**src/rtl/snn_bus_pkg.sv**
```systemverilog
// snn_bus_pkg: shared state type and address-field constants for the SNN bus bridge
package snn_bus_pkg;
  typedef enum logic [2:0] {IDLE, WRITE, READ_WAIT, CALC_WAIT, RESP} bridge_state_t;
  localparam int CORE_BIT = 16;
  localparam int REGION_LSB = 17;
  localparam int CALC_LSB = 20;
  localparam logic [1:0] REGION_SPIKE_IN = 2'b00;
  localparam logic [1:0] REGION_PARAM_IN = 2'b01;
  localparam logic [1:0] REGION_SPIKE_OUT = 2'b10;
  localparam logic [1:0] REGION_RSVD = 2'b11;
endpackage

```
**src/rtl/snn_bus_bridge.sv**
```systemverilog
// snn_bus_bridge: single-outstanding bus slave driving decoder address, core strobes and calc sequencing
module snn_bus_bridge
  import snn_bus_pkg::*;
#(
  parameter int READ_LATENCY = 2,
  parameter int CALC_TIMEOUT = 1024
) (
  input  logic        clk_i,
  input  logic        rst_i,
  input  logic        req_valid_i,
  output logic        req_ready_o,
  input  logic        req_we_i,
  input  logic [31:0] req_addr_i,
  input  logic [31:0] req_wdata_i,
  output logic        rsp_valid_o,
  input  logic        rsp_ready_i,
  output logic [31:0] rsp_rdata_o,
  output logic        rsp_err_o,
  output logic [31:0] addr_o,
  output logic        wr_en_o,
  output logic        rd_en_o,
  output logic [31:0] wdata_o,
  input  logic [31:0] rdata_i,
  input  logic [1:0]  calc_done_i
);
  bridge_state_t state, state_n;
  logic [15:0] cnt, cnt_n;
  logic [31:0] addr_n, wdata_n, rdata_n;
  logic wr_n, rd_n, valid_n, err_n;
  logic [1:0] req_calc, req_region, mask;
  assign req_ready_o = state == IDLE;
  assign req_calc = req_addr_i[CALC_LSB +: 2];
  assign req_region = req_addr_i[REGION_LSB +: 2];
  assign mask = addr_o[CALC_LSB +: 2];
  always_comb begin
    state_n = state;
    cnt_n = &cnt ? cnt : cnt + 16'd1;
    addr_n = addr_o;
    wdata_n = wdata_o;
    rdata_n = rsp_rdata_o;
    wr_n = 1'b0;
    rd_n = 1'b0;
    valid_n = rsp_valid_o;
    err_n = rsp_err_o;
    case (state)
      IDLE: if (req_valid_i) begin
        cnt_n = '0;
        addr_n = req_addr_i;
        wdata_n = req_wdata_i;
        rdata_n = '0;
        if (req_calc != 2'b00) state_n = CALC_WAIT;
        else if (req_region == REGION_RSVD || (req_we_i && req_region == REGION_SPIKE_OUT)) begin
          state_n = RESP;
          addr_n = '0;
          valid_n = 1'b1;
          err_n = 1'b1;
        end else if (req_we_i) begin
          state_n = WRITE;
          wr_n = 1'b1;
        end else begin
          state_n = READ_WAIT;
          rd_n = 1'b1;
        end
      end
      WRITE: begin
        state_n = RESP;
        addr_n = '0;
        valid_n = 1'b1;
      end
      READ_WAIT: if (cnt == 16'(READ_LATENCY)) begin
        state_n = RESP;
        addr_n = '0;
        rdata_n = rdata_i;
        valid_n = 1'b1;
      end
      CALC_WAIT: if ((calc_done_i & mask) == mask) begin
        state_n = RESP;
        addr_n = '0;
        valid_n = 1'b1;
      end else if (CALC_TIMEOUT != 0 && cnt >= 16'(CALC_TIMEOUT - 1)) begin
        state_n = RESP;
        addr_n = '0;
        valid_n = 1'b1;
        err_n = 1'b1;
      end
      RESP: if (rsp_ready_i) begin
        state_n = IDLE;
        valid_n = 1'b0;
        err_n = 1'b0;
        rdata_n = '0;
      end
      default: state_n = IDLE;
    endcase
  end
  always_ff @(posedge clk_i) begin
    if (rst_i) begin
      state <= IDLE;
      cnt <= '0;
      addr_o <= '0;
      wdata_o <= '0;
      rsp_rdata_o <= '0;
      wr_en_o <= 1'b0;
      rd_en_o <= 1'b0;
      rsp_valid_o <= 1'b0;
      rsp_err_o <= 1'b0;
    end else begin
      state <= state_n;
      cnt <= cnt_n;
      addr_o <= addr_n;
      wdata_o <= wdata_n;
      rsp_rdata_o <= rdata_n;
      wr_en_o <= wr_n;
      rd_en_o <= rd_n;
      rsp_valid_o <= valid_n;
      rsp_err_o <= err_n;
    end
  end
endmodule

```
**config.mk**
```make
export PLATFORM = sky130hd
export DESIGN_NAME = snn_bus_bridge
export DESIGN_NICKNAME = d
export VERILOG_FILES = /design/src/rtl/snn_bus_pkg.sv /design/src/rtl/snn_bus_bridge.sv
export SDC_FILE = /design/constraint.sdc
export NUM_CORES = 1
export LEC_CHECK = 0
export ABC_AREA = 1
export CAP_MARGIN = 0
export CORE_AREA = 4 4 102 128
export DETAILED_ROUTE_END_ITERATION = 10
export DIE_AREA = 0 0 106 132
export MAX_ROUTING_LAYER = met4
export PLACE_DENSITY = 0.95
export SYNTH_ARGS = -nofsm -noshare
export SYNTH_HDL_FRONTEND = slang
export SYNTH_SLANG_ARGS = --single-unit
export TNS_END_PERCENT = 1
```
**constraint.sdc**
```tcl
create_clock -name clk_i -period 3 [get_ports clk_i]
set_input_delay 0.45 -clock clk_i [delete_from_list [all_inputs] [get_ports clk_i]]
set_output_delay 0.45 -clock clk_i [all_outputs]
set_load 0.02 [all_outputs]
```
==> metrics.md, run 1 <==
| Metric | Value |
|---|---|
| Total Routing Usage GR | 0.242 |
| Longest Clk Path Bufs | 2 |
| Post-synth EDFFs | 0 |
| Multiplexer share of the synthesized area | 0 |
| TritonCTS clock tree | yes |
| Post-layout util | 0.696 |
| Dpl cells | 1178 |
| Initial antenna violation count | 0 |
| First-pass GRT wire length | 27000 um |
| WL final | 16600 um |
| Top-count cell post-synth | nand2_1 |
| Routed Antenna Nets | 0 |
| Hold path startpoint | wdata_o[30] |
| Vias per Instance | 5.06 |
| Inserted Clock Buffers | 17 |
| Fin. max-slew vios | 0 |
| Tcrit/Tclk final | 0.808 |
| Crit path kind | reg2out |
| Number of diodes | 0 |
| Clk slew on worst S/H paths | 0.05 ns |
| Multi-input combinational cell area | 0.00262 sq mm |
| Number of global-route vias before repair | 5658 |
| Fin. Hold Viols | 0 |
| I/O pins | 204 |
| Simple-Gate Fraction of Synth Area | 0.368 |
| WL/cell | 13.7 um |
| Fraction of layout cells with a size suffix above 1 | 0.0621 |
| CTS Hold Bufs | 0 |
| Combinational family with the most area after synthesis | simple AND/OR/NAND/NOR gates |
| Post-synth top area share | 0.422 |
| Critical Path Start Type | flop |
| Sequential share of the synthesized area | 0.422 |
| Core Box Area | 0.0119 sq mm |
| Die X | 106 um |
| #FFs+latches synth | 119 |
| Top_reg_cell synth | dfxtp_1 |
| Max-Cap Viols | 0 |
| Rows | 45 |
| Post-synthesis instance total | 852 |
| Final number of setup-violating endpoints | 0 |
| Setup Buffers After CTS | 0 |
| Worst-Skew Late Latency | 0.41 ns |
| Peak VDD IR | 0.517 mV |
| Critical path origin | state[0] |
| Final setup margin | 0.575 ns |
| IO Port Bufs | 203 |
| Max Freq | 412 MHz |
| Drt first pass iters | 5 |
| Fin Clk Skew | 0.0101 ns |
| # nets final | 1138 |
| Crit. End Element | output pin |
| Final setup TNS | 0 ns |
| Synth Area in Compound Gates | 0.0817 |
| Commonest cells in the netlist | nand2_1, dfxtp_1, nor2_1 |
| Status | completed |
| Full die area | 0.0140 sq mm |
| Synthesized area | 0.00565 sq mm |
| Vias | 6128 |
| Crit path DAT | 1.97 ns |
| Synth Net Count | 957 |
| Xor-xnor portion of the synthesized cell area | 0.00775 |
| Root buffer cell | clkbuf_16 |
| Yosys top cell by area | dfxtp_1 |
| Post-Layout Cell Count | 1210 |
| Final min period | 2.42 ns |
| DRC Markers | 0 |
| Initial DRC Count | 345 |
| Register area | 0.00238 sq mm |
| Rel. slew slack | 0.440 |
| Worst hold path class | reg2reg |
| Die height | 132 um |
| Pre-CTS setup slack | 0.656 ns |
| Yosys Warn Count | 0 |
| Pwr/cell area | 949 mW/mm^2 |
| Required @ worst endpoint | 2.55 ns |
| Routability congestion estimate | 0.856 |
| DP Wirelength | 11100 um |
| Initial Util | 0.473 |
| Adder-cell share of the synthesized area | 0.00443 |
| Final hold slack | 0.461 ns |
| Count of different cell masters after synthesis | 29 |
| Pin count of the biggest net entering global routing | 82 |
| Leak | 3.69 nW |
| GR Overflow Total | 0 |
| Max FO, Critical Path | 5 |
| Syn-to-layout area delta | 47.1% |
| RSZ-0062 raised after global routing | false |
| Worst-margin pin slew | 0.838 ns |
| Post-synth ARST share | 0 |
| CTS Sinks | 119 |
| Post-CTS sizing | 0 |
| Critical R2R Launch | cnt[0] |
| FILL cells | 938 |
| H-tree levels | 4 |
| Synth Area per Inst | 6.63 sq um |
| Synth area leaders | dfxtp_1, nand2_1, nor2_1 |
==> layer usage <==
layer | global-route usage | part of all wire
met5 | - | 0
met4 | 0.109 | 0.032
met3 | 0.0524 | 0.070
met2 | 0.392 | 0.50
met1 | 0.287 | 0.40
==> power breakdown <==
group | internal [W] | leakage [nW] | switching [W]
Clock | 0.00122 | 0.262 | 0.000722
Combinational | 0.00152 | 2.45 | 0.00220
Sequential | 0.00199 | 0.978 | 0.000240
Total | 0.00473 | 3.69 | 0.00316
==> worst paths after layout <==
path / slack, ns / cells after the start / to
worst min register to register: 0.46 / 2 / wdata_o[30]
worst min-delay path: 0.46 / 2 / wdata_o[30]
worst max register to register: 0.62 / 9 / addr_o[8]
worst max-delay path: 0.58 / 4 / req_ready_o
==> worst max-delay path: stages, from the launching register on <==
cell	delay [ns]
dfxtp_1	0.39
inv_1	0.10
nand2_2	0.07
nor2_1	0.32
clkdlybuf4s50_1	0.69
==> layout by cell type, fill, tap and decap left out, drive strengths merged, types with 3 or more instances in the layout <==
cell type      Yosys  final
nand3             49     49
nor2             113    113
a21oi             53     53
clkdlybuf4s50      0    203
inv              108    108
clkinvlp           0      5
nand4             58     58
clkinv             0      5
a31oi             25     25
clkbuf            27     20
o21ai              6      6
nand2            251    251
nor3               3      3
xnor2              3      3
buf               27     13
dfxtp            119    119
==> sequential cells by signal, summed over array words and instances (netlist names) <==
signal       flops
addr_o          32
cnt             16
rd_en_o          1
rsp_err_o        1
rsp_rdata_o     32
rsp_valid_o      1
state            3
wdata_o         32
wr_en_o          1
==> final cells by class <==
class	instances	area share
sequential	119	0.287
timing repair buffer	216	0.256
clock inverter	12	0.0157
clock buffer	20	0.0525
multi-input combinational	571	0.316
tap	164	0.0247
inverter	108	0.0488
==> cells by family after synthesis <==
logic type,after synthesis
buffers and inverters,162
XOR/XNOR,5
flip-flops,119
adder cells (fa/ha/maj),2
AO/OA/AOI/OAI,85
AND/OR/NAND/NOR,479
==> metrics by stage <==
stage	instance area (sq um)	total power [W]
after CTS	8310	0.00793
final	8310	0.00789
after floorplan	5650	0.00469
after global placement	7750	0.00585
after global routing	8310	0.00846
after detailed placement	7750	0.00596
Note: power is estimated with default switching activity, not from simulation.
==> run 2, diff against run 1 <==
--- a/config.mk
+++ b/config.mk
@@ -7,11 +7,11 @@
 export LEC_CHECK = 0
 export ABC_AREA = 1
 export CAP_MARGIN = 0
-export CORE_AREA = 4 4 102 128
+export CORE_AREA = 4 4 106 133
 export DETAILED_ROUTE_END_ITERATION = 10
-export DIE_AREA = 0 0 106 132
+export DIE_AREA = 0 0 110 137
 export MAX_ROUTING_LAYER = met4
-export PLACE_DENSITY = 0.95
+export PLACE_DENSITY = 0.9
 export SYNTH_ARGS = -nofsm -noshare
 export SYNTH_HDL_FRONTEND = slang
 export SYNTH_SLANG_ARGS = --single-unit
==> constraint.sdc (replaced) <==
create_clock -name clk_i -period 2.4 [get_ports clk_i]
set_input_delay 0.36 -clock clk_i [delete_from_list [all_inputs] [get_ports clk_i]]
set_output_delay 0.36 -clock clk_i [all_outputs]
set_load 0.02 [all_outputs]
==> metrics.md, run 2 (synthesis gave the netlist of run 1 again) <==
| Metric | Value |
|---|---|
| IO Port Bufs | 203 (unchanged) |
| DP Wirelength | 11500 um (+3.2%) |
| Final setup TNS | 0 ns (unchanged) |
| Worst R2R Path Depth | 10 (+1) |
| Crit. End Element | output pin |
| RSZ-0062 raised after global routing | false |
| Fin Clk Skew | 0.0118 ns (+0.00168 ns) |
| Uppermost layer routed | met4 |
| Status | completed |
| Longest Clk Path Bufs | 2 (unchanged) |
| Drt first pass iters | 5 (unchanged) |
| Initial antenna violation count | 0 (unchanged) |
| Max FO, Critical Path | 5 (unchanged) |
| Critical Path Start Type | flop |
| CTS Sinks | 119 (unchanged) |
| Dpl cells | 1186 (+0.68%) |
| Core Box Area | 0.0127 sq mm (+6.6%) |
| WL/cell | 13.5 um (-1.5%) |
| # nets final | 1142 (+0.35%) |
| Full die area | 0.0151 sq mm (+7.7%) |
| Leak | 3.74 nW (+1.2%) |
| TritonCTS clock tree | yes |
| Worst-margin pin slew | 0.607 ns (-0.231 ns) |
| Root buffer cell | clkbuf_16 |
| Most common cell after layout, fill and taps aside | nand2_1 |
| Number of global-route vias before repair | 5584 (-1.3%) |
| Critical R2R Launch | cnt[0] |
| Worst hold path class | reg2reg |
| Routability congestion estimate | 0.890 (+4.0%) |
| Hold path startpoint | rsp_valid_o |
| Hold depth | 2 (unchanged) |
| Final number of setup-violating endpoints | 0 (unchanged) |
| Crit path DAT | 1.90 ns (-0.07 ns) |
| Worst reg-to-reg setup slack | 0.35 ns (-0.27 ns) |
| Total Routing Usage GR | 0.221 (-0.0210) |
| Post-route design area | 0.00840 sq mm (+0.99%) |
| Fin. Hold Viols | 0 (unchanged) |
| Pwr/cell area | 1190 mW/mm^2 (+25%) |
| Fin. max-slew vios | 0 (unchanged) |
| Inserted Clock Buffers | 17 (unchanged) |
| Post-Layout Cell Count | 1218 (+0.66%) |
| Hold EP | rsp_valid_o |
| I/O pins | 204 (unchanged) |
| Crit path kind | reg2out |
| GR Overflow Total | 0 (unchanged) |
| Met3 Wirelength | 1190 um (+1.7%) |
| Final min period | 2.26 ns |
| Initial DRC Count | 332 (-3.8%) |
| Setup Buffers After CTS | 0 (unchanged) |
| Fraction of layout cells with a size suffix above 1 | 0.0676 (+0.00548) |
| DRC Markers | 0 (unchanged) |
| Tcrit/Tclk final | 0.940 |
| Syn-to-layout area delta | 48.6% |
| WL final | 16500 um (-0.84%) |
| Post-CTS sizing | 0 (unchanged) |
| Pin count of the biggest net entering global routing | 67 (-18%) |
| Max Freq | 443 MHz |
| Peak VDD IR | 0.623 mV (+20%) |
| Met2 routed WL | 8290 um (-0.36%) |
| Placement Cell Area | 0.00782 sq mm (+0.94%) |
| Clk slew on worst S/H paths | 0.05 ns (about the same) |
| Most frequent cells in the layout | nand2_1, clkdlybuf4s50_1, dfxtp_1 |
| Vias | 6089 (-0.64%) |
| Final setup margin | 0.145 ns (-0.431 ns) |
| Die X | 110 um (+3.8%) |
| Required @ worst endpoint | 2.04 ns (-0.51 ns) |
| Routed Antenna Nets | 0 (unchanged) |
| Rows | 46 (+2.2%) |
| Number of diodes | 0 (unchanged) |
| Die height | 137 um (+3.8%) |
| H-tree levels | 4 (unchanged) |
| Max-Cap Viols | 0 (unchanged) |
| First-pass GRT wire length | 25900 um (-4.1%) |
| Vias per Instance | 5.00 (-1.3%) |
| Rel. slew slack | 0.594 (+0.154) |
| Pre-CTS setup slack | 0.326 ns (-0.330 ns) |
| Initial Util | 0.444 (-0.0291) |
| Worst-Skew Late Latency | 0.41 ns (about the same) |
| Biggest regs | addr_o x32, rsp_rdata_o x32, wdata_o x32 |
| Metal-1 WL | 6620 um (+0.78%) |
| CTS Hold Bufs | 0 (unchanged) |
| Critical R2R Capture | addr_o[7] |
[run 2: per-stage QoR]
stage               utilization  total power [W]  hold WS (ns)
detailed placement        0.615          0.00753         0.436
CTS                       0.660           0.0100         0.445
finish                    0.660          0.00998         0.444
global placement          0.615          0.00741         0.431
global route              0.660           0.0107         0.472
floorplan                     -          0.00587         0.432
[run 2: how the worst max path moves through the flow]
stage           startpoint  cells past startpoint  slack [ns]               to
6_report          state[0]                      4        0.14      req_ready_o
5_1_grt           state[0]                      4        0.07      req_ready_o
4_1_cts           state[0]                      4        0.03      req_ready_o
3_5_place_dp   req_valid_i                      9        0.33  rsp_rdata_o[11]
3_3_place_gp   req_valid_i                      9        0.39  rsp_rdata_o[15]
2_1_floorplan       cnt[0]                     10        0.73       addr_o[10]
[run 2: worst max-delay path: stages, from the launching register on]
cell	delay, ns
dfxtp_1	0.39
inv_1	0.10
nand2_2	0.09
nor2_2	0.23
clkdlybuf4s50_1	0.68
[run 2: power breakdown]
| group | leakage, nW | switching, W | internal, W |
|---|---|---|---|
| sequential | 0.978 | 0.000303 | 0.00248 |
| clock | 0.272 | 0.000909 | 0.00155 |
| combinational | 2.49 | 0.00275 | 0.00199 |
[run 2: per-layer routing]
metal  GRT usage  vias up
li1            -     3078
met1       0.248     2753
met2       0.378      228
met3      0.0552       30
met4      0.0776        0
met5           -        -
[run 2: area by class of cell]
class,instances,area (sq um)
Fill cell,1049,4320
Multi-Input combinational cell,571,2630
Sequential cell,119,2380
Timing Repair Buffer,220,2200
Clock buffer,20,447
Inverter,108,405
Tap cell,168,210
Clock inverter,12,128
==> run 3, diff against run 2 <==
--- a/config.mk
+++ b/config.mk
@@ -10,6 +10,7 @@
 export CORE_AREA = 4 4 106 133
 export DETAILED_ROUTE_END_ITERATION = 10
 export DIE_AREA = 0 0 110 137
+export HOLD_SLACK_MARGIN = 0.08
 export MAX_ROUTING_LAYER = met4
 export PLACE_DENSITY = 0.9
 export SYNTH_ARGS = -nofsm -noshare
==> results of run 3 <==
Same layout as run 2: the final DEF is identical, and so are final timing and power.
